[src/rtl/null_src_pkt_scheduler_if.sv]
// AXI-Stream payload bus between the null-source packet scheduler and the
// CHDR source port.
interface null_src_pkt_scheduler_if #(
    parameter int CHDR_W = 64
);
    logic [CHDR_W-1:0] tdata;
    logic              tlast;
    logic              tvalid;
    logic              tready;

    modport master (output tdata, output tlast, output tvalid, input tready);
    modport slave  (input tdata, input tlast, input tvalid, output tready);
endinterface

[src/rtl/null_src_pkt_scheduler.sv]
// Null-source payload scheduler: bursts of fixed-length packets carrying a line-index pattern.
// Define NULL_SRC_SCHED_GAP_EN to build in the GAP state (idle cycles between packets).
module null_src_pkt_scheduler #(
    parameter int CHDR_W = 64,
    parameter int CNT_W  = 32
) (
    input  logic                   rfnoc_chdr_clk,
    input  logic                   rfnoc_chdr_rst,
    input  logic                   cfg_start,
    input  logic                   cfg_stop,
    input  logic                   cfg_clear,
    input  logic [15:0]            cfg_lines_per_pkt,
    input  logic [CNT_W-1:0]       cfg_num_pkts,
    input  logic [15:0]            cfg_gap_cycles,
    null_src_pkt_scheduler_if.master m,
    output logic                   sts_busy,
    output logic                   sts_done,
    output logic [CNT_W-1:0]       sts_pkt_cnt,
    output logic [CNT_W-1:0]       sts_line_cnt
);
    localparam int REP = CHDR_W / 32;

`ifdef NULL_SRC_SCHED_GAP_EN
    typedef enum logic [1:0] {IDLE, SEND, GAP} state_t;
`else
    typedef enum logic [1:0] {IDLE, SEND} state_t;
`endif

    state_t           state_q, state_d;
    logic [15:0]      lpp_q, lpp_d;
    logic [CNT_W-1:0] npkts_q, npkts_d;
    logic [15:0]      idx_q, idx_d;
    logic [15:0]      line_q, line_d;
    logic [CNT_W-1:0] burst_q, burst_d;
    logic             stop_q, stop_d;
    logic             done_q, done_d;
    logic [CNT_W-1:0] pkt_cnt_q, pkt_cnt_d;
    logic [CNT_W-1:0] line_cnt_q, line_cnt_d;
`ifdef NULL_SRC_SCHED_GAP_EN
    logic [15:0]      gap_q, gap_d;
    logic [15:0]      gap_cnt_q, gap_cnt_d;
`else
    logic             unused_gap;
    assign unused_gap = ^cfg_gap_cycles;
`endif

    logic             sending;
    logic             beat;
    logic             last_beat;
    logic [CNT_W-1:0] burst_inc;

    assign sending   = (state_q == SEND);
    assign beat      = sending && m.tready;
    assign last_beat = beat && (line_q == lpp_q);
    assign burst_inc = burst_q + CNT_W'(1);

    always_comb begin
        state_d = state_q;
        lpp_d   = lpp_q;
        npkts_d = npkts_q;
        idx_d   = idx_q;
        line_d  = line_q;
        burst_d = burst_q;
        stop_d  = stop_q;
        done_d  = 1'b0;
`ifdef NULL_SRC_SCHED_GAP_EN
        gap_d     = gap_q;
        gap_cnt_d = gap_cnt_q;
`endif
        case (state_q)
            IDLE: begin
                // A simultaneous stop cancels the start.
                if (cfg_start && !cfg_stop) begin
                    lpp_d   = cfg_lines_per_pkt;
                    npkts_d = cfg_num_pkts;
`ifdef NULL_SRC_SCHED_GAP_EN
                    gap_d   = cfg_gap_cycles;
`endif
                    idx_d   = 16'd0;
                    line_d  = 16'd0;
                    burst_d = '0;
                    stop_d  = 1'b0;
                    state_d = SEND;
                end
            end
            SEND: begin
                if (cfg_stop) stop_d = 1'b1;
                if (beat) begin
                    idx_d  = idx_q + 16'd1;
                    line_d = line_q + 16'd1;
                end
                if (last_beat) begin
                    line_d  = 16'd0;
                    burst_d = burst_inc;
                    if (stop_q || cfg_stop || (npkts_q != '0 && burst_inc == npkts_q)) begin
                        state_d = IDLE;
                        done_d  = 1'b1;
                        stop_d  = 1'b0;
                    end
`ifdef NULL_SRC_SCHED_GAP_EN
                    else if (gap_q != 16'd0) begin
                        state_d   = GAP;
                        gap_cnt_d = gap_q - 16'd1;
                    end
`endif
                end
            end
`ifdef NULL_SRC_SCHED_GAP_EN
            GAP: begin
                if (cfg_stop) begin
                    state_d = IDLE;
                    done_d  = 1'b1;
                end else if (gap_cnt_q == 16'd0) begin
                    state_d = SEND;
                end else begin
                    gap_cnt_d = gap_cnt_q - 16'd1;
                end
            end
`endif
            default: state_d = IDLE;
        endcase
    end

    // Clear wins over a same-cycle increment.
    always_comb begin
        pkt_cnt_d  = cfg_clear ? '0 : pkt_cnt_q + CNT_W'(last_beat);
        line_cnt_d = cfg_clear ? '0 : line_cnt_q + CNT_W'(beat);
    end

    always_ff @(posedge rfnoc_chdr_clk) begin
        if (rfnoc_chdr_rst) begin
            state_q    <= IDLE;
            lpp_q      <= '0;
            npkts_q    <= '0;
            idx_q      <= '0;
            line_q     <= '0;
            burst_q    <= '0;
            stop_q     <= 1'b0;
            done_q     <= 1'b0;
            pkt_cnt_q  <= '0;
            line_cnt_q <= '0;
`ifdef NULL_SRC_SCHED_GAP_EN
            gap_q      <= '0;
            gap_cnt_q  <= '0;
`endif
        end else begin
            state_q    <= state_d;
            lpp_q      <= lpp_d;
            npkts_q    <= npkts_d;
            idx_q      <= idx_d;
            line_q     <= line_d;
            burst_q    <= burst_d;
            stop_q     <= stop_d;
            done_q     <= done_d;
            pkt_cnt_q  <= pkt_cnt_d;
            line_cnt_q <= line_cnt_d;
`ifdef NULL_SRC_SCHED_GAP_EN
            gap_q      <= gap_d;
            gap_cnt_q  <= gap_cnt_d;
`endif
        end
    end

    // Outputs come straight from registers, so they hold while stalled.
    assign m.tvalid     = sending;
    assign m.tlast      = sending && (line_q == lpp_q);
    assign m.tdata      = sending ? {REP{~idx_q, idx_q}} : '0;
    assign sts_busy     = (state_q != IDLE);
    assign sts_done     = done_q;
    assign sts_pkt_cnt  = pkt_cnt_q;
    assign sts_line_cnt = line_cnt_q;
endmodule

[src/flat_wrapper.sv]
// flat-port wrapper written by rule: the top's interface ports become plain ports
module null_src_pkt_scheduler_flat 
#(
    parameter int CHDR_W = 64,
    parameter int CNT_W  = 32
)
  (rfnoc_chdr_clk, rfnoc_chdr_rst, cfg_start, cfg_stop, cfg_clear, cfg_lines_per_pkt, cfg_num_pkts, cfg_gap_cycles, sts_busy, sts_done, sts_pkt_cnt, sts_line_cnt, m_tdata, m_tlast, m_tvalid, m_tready);
  null_src_pkt_scheduler_if #(.CHDR_W(CHDR_W)) m_i ();
  input  logic rfnoc_chdr_clk;
  input  logic rfnoc_chdr_rst;
  input  logic cfg_start;
  input  logic cfg_stop;
  input  logic cfg_clear;
  input  logic [15:0] cfg_lines_per_pkt;
  input  logic [CNT_W-1:0] cfg_num_pkts;
  input  logic [15:0] cfg_gap_cycles;
  output logic sts_busy;
  output logic sts_done;
  output logic [CNT_W-1:0] sts_pkt_cnt;
  output logic [CNT_W-1:0] sts_line_cnt;
  output wire logic [$bits(m_i.tdata)-1:0] m_tdata;
  output wire logic [$bits(m_i.tlast)-1:0] m_tlast;
  output wire logic [$bits(m_i.tvalid)-1:0] m_tvalid;
  input wire logic [$bits(m_i.tready)-1:0] m_tready;
  assign m_tdata = m_i.tdata;
  assign m_tlast = m_i.tlast;
  assign m_tvalid = m_i.tvalid;
  assign m_i.tready = m_tready;
  null_src_pkt_scheduler #(.CHDR_W(CHDR_W), .CNT_W(CNT_W)) u_core (.rfnoc_chdr_clk(rfnoc_chdr_clk), .rfnoc_chdr_rst(rfnoc_chdr_rst), .cfg_start(cfg_start), .cfg_stop(cfg_stop), .cfg_clear(cfg_clear), .cfg_lines_per_pkt(cfg_lines_per_pkt), .cfg_num_pkts(cfg_num_pkts), .cfg_gap_cycles(cfg_gap_cycles), .m(m_i), .sts_busy(sts_busy), .sts_done(sts_done), .sts_pkt_cnt(sts_pkt_cnt), .sts_line_cnt(sts_line_cnt));
endmodule
[config.mk]
export PLATFORM = sky130hd
export DESIGN_NAME = null_src_pkt_scheduler_flat
export DESIGN_NICKNAME = d
export VERILOG_FILES = /design/src/rtl/null_src_pkt_scheduler_if.sv /design/src/rtl/null_src_pkt_scheduler.sv /design/src/flat_wrapper.sv
export SDC_FILE = /design/constraint.sdc
export NUM_CORES = 1
export LEC_CHECK = 0
export ABC_AREA = 0
export CAP_MARGIN = 20
export CORE_ASPECT_RATIO = 0.9
export CORE_MARGIN = 3
export CORE_UTILIZATION = 35
export CTS_CLUSTER_SIZE = 30
export DETAILED_ROUTE_END_ITERATION = 10
export PLACE_DENSITY = 0.63
export SYNTH_ARGS = -nofsm -noshare
export SYNTH_HDL_FRONTEND = slang
export SYNTH_SLANG_ARGS = --single-unit
[constraint.sdc]
create_clock -name rfnoc_chdr_clk -period 4.8 [get_ports rfnoc_chdr_clk]
set_input_delay 0.48 -clock rfnoc_chdr_clk [delete_from_list [all_inputs] [get_ports rfnoc_chdr_clk]]
set_output_delay 0.48 -clock rfnoc_chdr_clk [all_outputs]
set_load 0.005 [all_outputs]
==> metrics <==
status finished, final reports clean; unrepaired setup endpoints after global routing false; CTS tree done; Setup crit start kind register; vias in the first global route 8131; GRT Total Usage 0.175; synthesis-stage register bit count 179; CTS Hold Buffers Added 0; grt total ovfl 0; Starting Density 0.359; post-cts repair resize count 0; CTS Sinks 179; EDFF count, synth 0; Cell Area, Synth 9400 um2; Avg WL per Cell 15.4 um; DRC 0; clk buf depth 2; Reg-to-Reg Start u_core.line_q[0]$_SDFFE_PP0P_; core area 26200 um2; CTS Buf Count 17; Worst VDD drop 201 uV; hold_sp rfnoc_chdr_rst; Syn Inst Count approximately 1200; post-place setup slack between 1000 and 1500 ps; I/O Pins 202; Final ANT Viol Nets 0; synth warn 0; first-pass GRT wire length 41.5 mm; Worst-Skew Late Latency between 400 and 500 ps; Final period util 0.777; Worst setup EP type register; async set or reset register ratio after synthesis 0; Seq/Total Area, Yosys 0.381; CP max FO 6; Max Freq 268 MHz; clock slew at reported path FFs roughly 70 ps; DR vias/cell 5.22; Final WS setup 1070 ps; Worst Setup SP u_core.line_q[0]$_SDFFE_PP0P_; syn nets 1291; R2R Setup Slk 1070 ps; Vias 8798; Root Driver clkbuf_16; Hold WC Path Type in -> reg; PwrDens 277 nW/um2; final wirelength 26.0 mm; Slew Viols, Final 0; die width between 150 and 200 um; H-tree depth 4; placed cell area 11200 um2; Max Cap Violations 0; share of layout cells above drive strength 1 0.0500; row cnt between 50 and 60; port bufs roughly 190; Crit path arrival time 4090 ps; Primary FF master, synth dfxtp_1; # diodes 0; Die Y 161 um; setup TNS 0 ps; DRT Pass-1 Iters 5; Setup-failing EPs final 0; Cell variety after synth 56; final net count ~1400; number of hold violations in the final report 0; Area Overhead vs Synth 25.6%; critical path type reg -> reg; worst r2r path cells 13; post-layout min period 3730 ps; initial antenna violation count 0; Leak approximately 4.0 nW; DIE AREA 28800 um2; dpl hpwl between 15 and 20 mm; syn_area_per_cell 7.74 um2; Rel. slew slack 0.396; CP required 5160 ps; Worst-Margin Slew 905 ps; post-layout instance area between 10000 and 15000 um2; largest net degree at the start of global routing 85; DRT iter0 DRCs 641; hold depth 2; skew final 12.3 ps; post-CTS setup buffer count 0; final RePlAce weighted congestion 0.860
metrics by stage:
stage	power, mW	hold WS, ps	std cells	util
global placement	1.92	458	1655	0.428
global route	3.40	482	1687	0.450
detailed placement	1.92	467	1655	0.428
CTS	3.30	448	1687	0.450
finish	3.26	461	1687	0.450
floorplan	1.77	448	1214	-
per-layer routing:
| metal | global-route usage | routed length (um) |
|---|---|---|
| met1 | 0.251 | 12900 |
| met2 | 0.271 | 11300 |
| met3 | 0.0350 | 1390 |
| met4 | 0.0400 | 303 |
| met5 | 0 | 0 |
registers in the layout, summed over array words and instances, names as in the netlist:
name and count:
u_core.sts_done 1, u_core.npkts_q 32, u_core.line_q 16, u_core.sts_line_cnt 32, u_core.stop_q 1, u_core.sts_pkt_cnt 32
u_core.lpp_q 16, u_core.idx_q 16, u_core.burst_q 32, u_core.state_q 1
cell families (layout without fill, tap and decap cells):
kind of cell / Yosys count / after routing / share of synthesized area
simple gates: 591 / 591 / 0.315
compound gates: 208 / 208 / 0.122
flops: 179 / 179 / 0.381
xor+xnor: 113 / 113 / 0.105
buf+inv: 111 / 236 / 0.0615
fa+ha+maj: 7 / 7 / 0.00932
mux: 5 / 5 / 0.00599
cell usage in the layout, fill, tap and decap left out, types with 30 or more instances in the layout:
cell type / Yosys / final
nand2_1: 191 / 191
clkdlybuf4s50_1: 0 / 184
dfxtp_1: 179 / 178
a21oi_1: 120 / 119
nor2_1: 108 / 108
nand3_1: 58 / 58
xor2_1: 57 / 57
xnor2_1: 56 / 56
o21ai_0: 49 / 49
and2_1: 30 / 30
synth_stat cells (25+ instances only):
| cell | n | area, um2 |
|---|---|---|
| xor2_1 | 57 | 499 |
| clkbuf_1 | 54 | 203 |
| nor2b_1 | 25 | 156 |
| buf_4 | 37 | 278 |
| nand4_1 | 27 | 169 |
| o21ai_0 | 49 | 245 |
| nand2_1 | 191 | 717 |
| xnor2_1 | 56 | 490 |
| nor4_1 | 28 | 175 |
| dfxtp_1 | 179 | 3580 |
| a21oi_1 | 120 | 601 |
| nand3_1 | 58 | 290 |
| nor3_1 | 29 | 145 |
| nor2_1 | 108 | 405 |
| and2_1 | 30 | 188 |
worst paths after layout:
kind,end
setup reg to reg,u_core.sts_pkt_cnt[24]$_SDFF_PP0_
hold reg to reg,u_core.line_q[15]$_SDFFE_PP0P_
hold / removal,u_core.burst_q[26]$_SDFFE_PP0P_
setup / recovery,u_core.sts_pkt_cnt[24]$_SDFF_PP0_
area by class of cell:
type	instances	area (um2)
clock inverters	15	155
inverters	10	37.5
repair buffers	194	1920
flip-flops and latches	179	3580
fillers	2651	14400
multi-input cells	924	5240
clock buffers	17	425
well taps	348	435
worst max-delay path: stages, from the launching register on:
cell,delay [ps]
dfxtp_1,360
xor2_1,170
nor4_1,310
nand2_1,160
or4_1,560
inv_1,170
ha_1,190
ha_1,240
nand2_1,130
nor4_1,450
and2_1,260
nand2_1,150
or3_1,370
a21oi_1,130
where the power goes:
part	leakage (nW)	switching (mW)	internal [mW]
Sequential	1.45	0.0278	1.51
Clock	0.282	0.680	0.696
Combinational	2.22	0.183	0.170
Total	3.95	0.891	2.37
No activity file was read; power rests on OpenSTA's default activity.
